## src/rtl/spi_controller.sv

```systemverilog
// spi_controller: SPI mode-0 write-only controller sending {1, addr[6:0], wdata[7:0]} MSB first.
module spi_controller #(
    parameter int CLK_DIV = 4
) (
    input  logic       clk,
    input  logic       rst_n,
    input  logic       start,
    input  logic [6:0] addr,
    input  logic [7:0] wdata,
    output logic       busy,
    output logic       done,
    output logic       SCLK,
    output logic       COPI,
    output logic       nCS
);
    typedef enum logic [2:0] {IDLE, SETUP, SHIFT, HOLD, GAP} state_t;
    state_t      state, state_n;
    logic [7:0]  div, div_n;
    logic [4:0]  bits, bits_n;
    logic [15:0] sh, sh_n;
    logic        sclk_n;
    logic        tick;
    assign tick = div == 8'(CLK_DIV - 1);
    always_comb begin
        state_n = state;
        div_n   = div + 8'd1;
        bits_n  = bits;
        sh_n    = sh;
        sclk_n  = SCLK;
        case (state)
            IDLE: begin
                div_n = '0;
                if (start) begin
                    state_n = SETUP;
                    sh_n    = {1'b1, addr, wdata};
                    bits_n  = '0;
                end
            end
            SETUP: if (tick) begin
                state_n = SHIFT;
                div_n   = '0;
            end
            SHIFT: if (tick) begin
                div_n  = '0;
                sclk_n = !SCLK;
                if (!SCLK) begin
                    bits_n = bits + 5'd1;
                end else begin
                    // falling edge: present the next bit, leave after the 16th
                    sh_n = {sh[14:0], 1'b0};
                    if (bits == 5'd16) state_n = HOLD;
                end
            end
            HOLD: if (tick) begin
                state_n = GAP;
                div_n   = '0;
            end
            GAP: if (tick) begin
                state_n = IDLE;
                div_n   = '0;
            end
            default: state_n = IDLE;
        endcase
    end
    // outputs are flops loaded from next-state values so they line up with the state change
    always_ff @(posedge clk) begin
        if (!rst_n) begin
            state <= IDLE;
            div   <= '0;
            bits  <= '0;
            sh    <= '0;
            SCLK  <= 1'b0;
            COPI  <= 1'b0;
            nCS   <= 1'b1;
            busy  <= 1'b0;
            done  <= 1'b0;
        end else begin
            state <= state_n;
            div   <= div_n;
            bits  <= bits_n;
            sh    <= sh_n;
            SCLK  <= sclk_n;
            COPI  <= state_n == IDLE ? 1'b0 : sh_n[15];
            nCS   <= !(state_n == SETUP || state_n == SHIFT || state_n == HOLD);
            busy  <= state_n != IDLE;
            done  <= state == GAP && state_n == IDLE;
        end
    end
endmodule

```

## config.mk

```make
export PLATFORM = sky130hd
export DESIGN_NAME = spi_controller
export DESIGN_NICKNAME = d
export VERILOG_FILES = /design/src/rtl/spi_controller.sv
export SDC_FILE = /design/constraint.sdc
export NUM_CORES = 1
export LEC_CHECK = 0
export BUFFER_PORTS_ARGS = -buffer_cell sky130_fd_sc_hd__buf_2
export CAP_MARGIN = 0
export CORE_MARGIN = 1
export CORE_UTILIZATION = 45
export DETAILED_ROUTE_END_ITERATION = 12
export HOLD_SLACK_MARGIN = 0.05
export PLACE_DENSITY = 0.75
export SLEW_MARGIN = 10
export SYNTH_ARGS = -nofsm -noshare
export SYNTH_HDL_FRONTEND = slang
export SYNTH_SLANG_ARGS = --single-unit
```

## constraint.sdc

```tcl
create_clock -name clk -period 4.1 [get_ports clk]
set_clock_uncertainty 0.15 [all_clocks]
set_input_delay 0.82 -clock clk [delete_from_list [all_inputs] [get_ports clk]]
set_output_delay 0.82 -clock clk [all_outputs]
set_load 0.1 [all_outputs]
```

==> impl_metrics.csv <==
group,metric,value,unit
sta,hold_viol,0,
cts,clockBufferDepth,2,
cts,clk_pin_slew_worst_paths,70,ps
final_layout,nets,226,
sta,fmax,391,MHz
place,place_congestion,0.770,
final_layout,fillers,368,
power_and_ir_drop,power_density,406,mW/mm^2
final_layout,final_cell_mix,"dfxtp_1 (37), buf_2 (22), a21oi_1 (19)",
sta,relSlewSlack,0.384,
final_layout,stdcell_count,254,
cts,cts-resized-gates,0,
min_path,min_from,"div[0]",
critical_path,cp_num_buf_inv,0,
detailed_routing,avgRoutedWirePerCell,14.1,um
detailed_routing,ant_nets,0,
global_routing,overflow,0,
critical_path,path_delay_family,"simple AND/OR/NAND/NOR gates",
cts,cts_buffers,5,
synthesis,synth_area_leader_cell,"dfxtp_1",
cts,cts.sinks,37,
synthesis,ys_seq_area_frac,0.415,
min_path,holdPathEnd,"div[0]",
floorplanning,pin_count,23,
synthesis,postSynthCellCount,189,
floorplanning,core_area,0.00374,mm^2
synthesis,synth.avg_cell_area,9.43,um^2
cts,hold_buffers,0,
synthesis,synth_ff_type,"dfxtp_1",
sta,finalSetupViolCount,0,
synthesis,synth_nets,210,
critical_path,regToRegSetupSlack,1540,ps
critical_path,setup.worst_path.class,"reg2reg",
global_routing,grt_max_degree,25,
sta,fin_tns_setup,0,ps
place,portBuffers,22,
final_layout,multi_input_area,916,um^2
critical_path,path_cells,"ha_1, nor3b_2, and2_1, a211oi_1, a2111oi_2",
critical_path,worstReg2RegStart,"div[0]",
cts,cts_setup_buffers,0,
detailed_routing,post_drt_via_cell_ratio,5.91,
critical_path,cp.arrival,2590,ps
floorplanning,fp-row-count,22,
floorplanning,dieWidth,64.9,um
global_routing,grt_usage,0.184,
place,pre_cts_ws,1410,ps
synthesis,yosysWarnings,0,
cts,cts_tree,"done",
final_layout,n_antenna_cell,0,
synthesis,synthDistinctLibCells,40,
sta,fin_crit_sh,0.624,
final_layout,drive_above_1_share,0.189,
synthesis,yosys-top-cells-area,"dfxtp_1 (42%), a32oi_1 (6.9%), a211oi_1 (6.7%), a21oi_1 (5.3%), nor2_1 (3.4%)",
cts,cts.htree.levels,2,
status,status,"completed",
cts,root_buffer,"clkbuf_8",
detailed_routing,route.detailed.drc,0,
sta,rsz0062_at_grt,"false",
place,placed_cell_area,0.00186,mm^2
critical_path,worstPathMaxFanout,18,
sta,finalMaxSlewViolations,0,
detailed_routing,num_vias,1501,
sta,period_minus_slack,2560,ps
sta,fin_ws,1540,ps
detailed_routing,drtIter0Drc,109,
critical_path,reg2reg_to,"COPI",
cts,insertion_delay,290,ps
synthesis,synth_seq_cells,37,
detailed_routing,drtPass1Iterations,4,
power_and_ir_drop,leakagePower,0.697,nW
synthesis,synth-edff-count,0,
detailed_routing,drt_wl_total,3590,um
final_layout,final_common_cell,"dfxtp_1",
global_routing,grt_pass1_wl,5960,um
floorplanning,die_area,0.00422,mm^2
final_layout,final_cell_area,0.00198,mm^2
critical_path,cp-startpoint,"div[0]",
critical_path,cpMaxStageDelayCell,"and2_1",
critical_path,critPathMaxStageDelay,670,ps
run,max_cap_viol_count,0,
synthesis,synth_top_area_share,0.415,
global_routing,grt_pass1_vias,1320,
synthesis,syn_area,0.00178,mm^2
floorplanning,fp.dieH,64.9,um
critical_path,ff2ff_path_depth,5,
critical_path,cp-start-kind,"register",
power_and_ir_drop,ir_worst_vdd,0.000242,V
floorplanning,start_util,0.476,
power_and_ir_drop,power,0.805,mW
min_path,hold_class,"reg2reg",
place,dp_hpwl,2350,um
synthesis,synthArstFlopShare,0,
critical_path,cp-end-kind,"register",
sta,tightest_slew,921,ps
final_layout,regArea,741,um^2
critical_path,required,4140,ps
final_layout,area_growth,11.1,%
place,dp.cells,246,
min_path,hold_depth,1,
global_routing,antenna_found_initial,0,
worst max path at each step:
stage,end,slack [ps],cells after the start
after global routing,COPI,1350,5
after detailed placement,sh[9],1410,6
after floorplan,sh[10],2000,7
after CTS,COPI,1570,5
after global placement,sh[7],1420,6
final,COPI,1540,5
synth_stat cells, drive strengths merged, types with 5 or more instances:
master   n
a211oi  16
o21ai    5
nand3    8
xor2     6
nand2    5
buf     11
dfxtp   37
a21oi   19
inv      7
nor2    16
a32oi   14
nand4    5
per-layer routing:
| layer | global-route usage | vias to the layer above | routed length, um |
|---|---|---|---|
| li1 | - | 754 | - |
| met1 | 0.240 | 715 | 1810 |
| met2 | 0.285 | 27 | 1580 |
| met3 | 0.0493 | 5 | 144 |
| met4 | 0.0750 | 0 | 54 |
| met5 | 0 | - | 0 |
cell families after synthesis:
kind of cell / Yosys count / share of synthesized area
buffers and inverters: 21 / 0.0709
xor gates and xnor gates: 8 / 0.0393
AOI/OAI and AO/OA: 67 / 0.272
and+or+nand+nor: 53 / 0.181
adders and majority gates: 3 / 0.0211
DFF: 37 / 0.415
where the power goes:
group          internal (mW)  switching [mW]  total (mW)
Sequential             0.376          0.0101       0.386
Clock                  0.198           0.132       0.330
Combinational         0.0311          0.0575      0.0887
worst reg2reg max path: stages (launching register included):
cell and delay [ps]:
dfxtp_1 370, ha_1 210, nor3b_2 470, and2_1 670, a211oi_1 220, a2111oi_2 370
registers in the layout, summed over array words and instances (netlist names):
| name | flops |
|---|---|
| nCS | 1 |
| SCLK | 1 |
| done | 1 |
| state | 3 |
| bits | 5 |
| div | 8 |
| sh | 16 |
| COPI | 1 |
| busy | 1 |
stage by stage:
stage                     hold slack (ps)  utilization
after global placement                292        0.497
after global routing                  330        0.529
after detailed placement              302        0.497
after floorplan                       276            -
after CTS                             320        0.529
final                                 316        0.529
cell type report:
cell class	instances	share of cell area
Clock buffer	6	0.0417
Clock inverter	2	0.0190
Inverter	7	0.0133
Multi-Input combinational cell	131	0.462
Sequential cell	37	0.374
Tap cell	48	0.0303
Timing Repair Buffer	23	0.0594
Note: power is estimated with default switching activity, not from simulation.
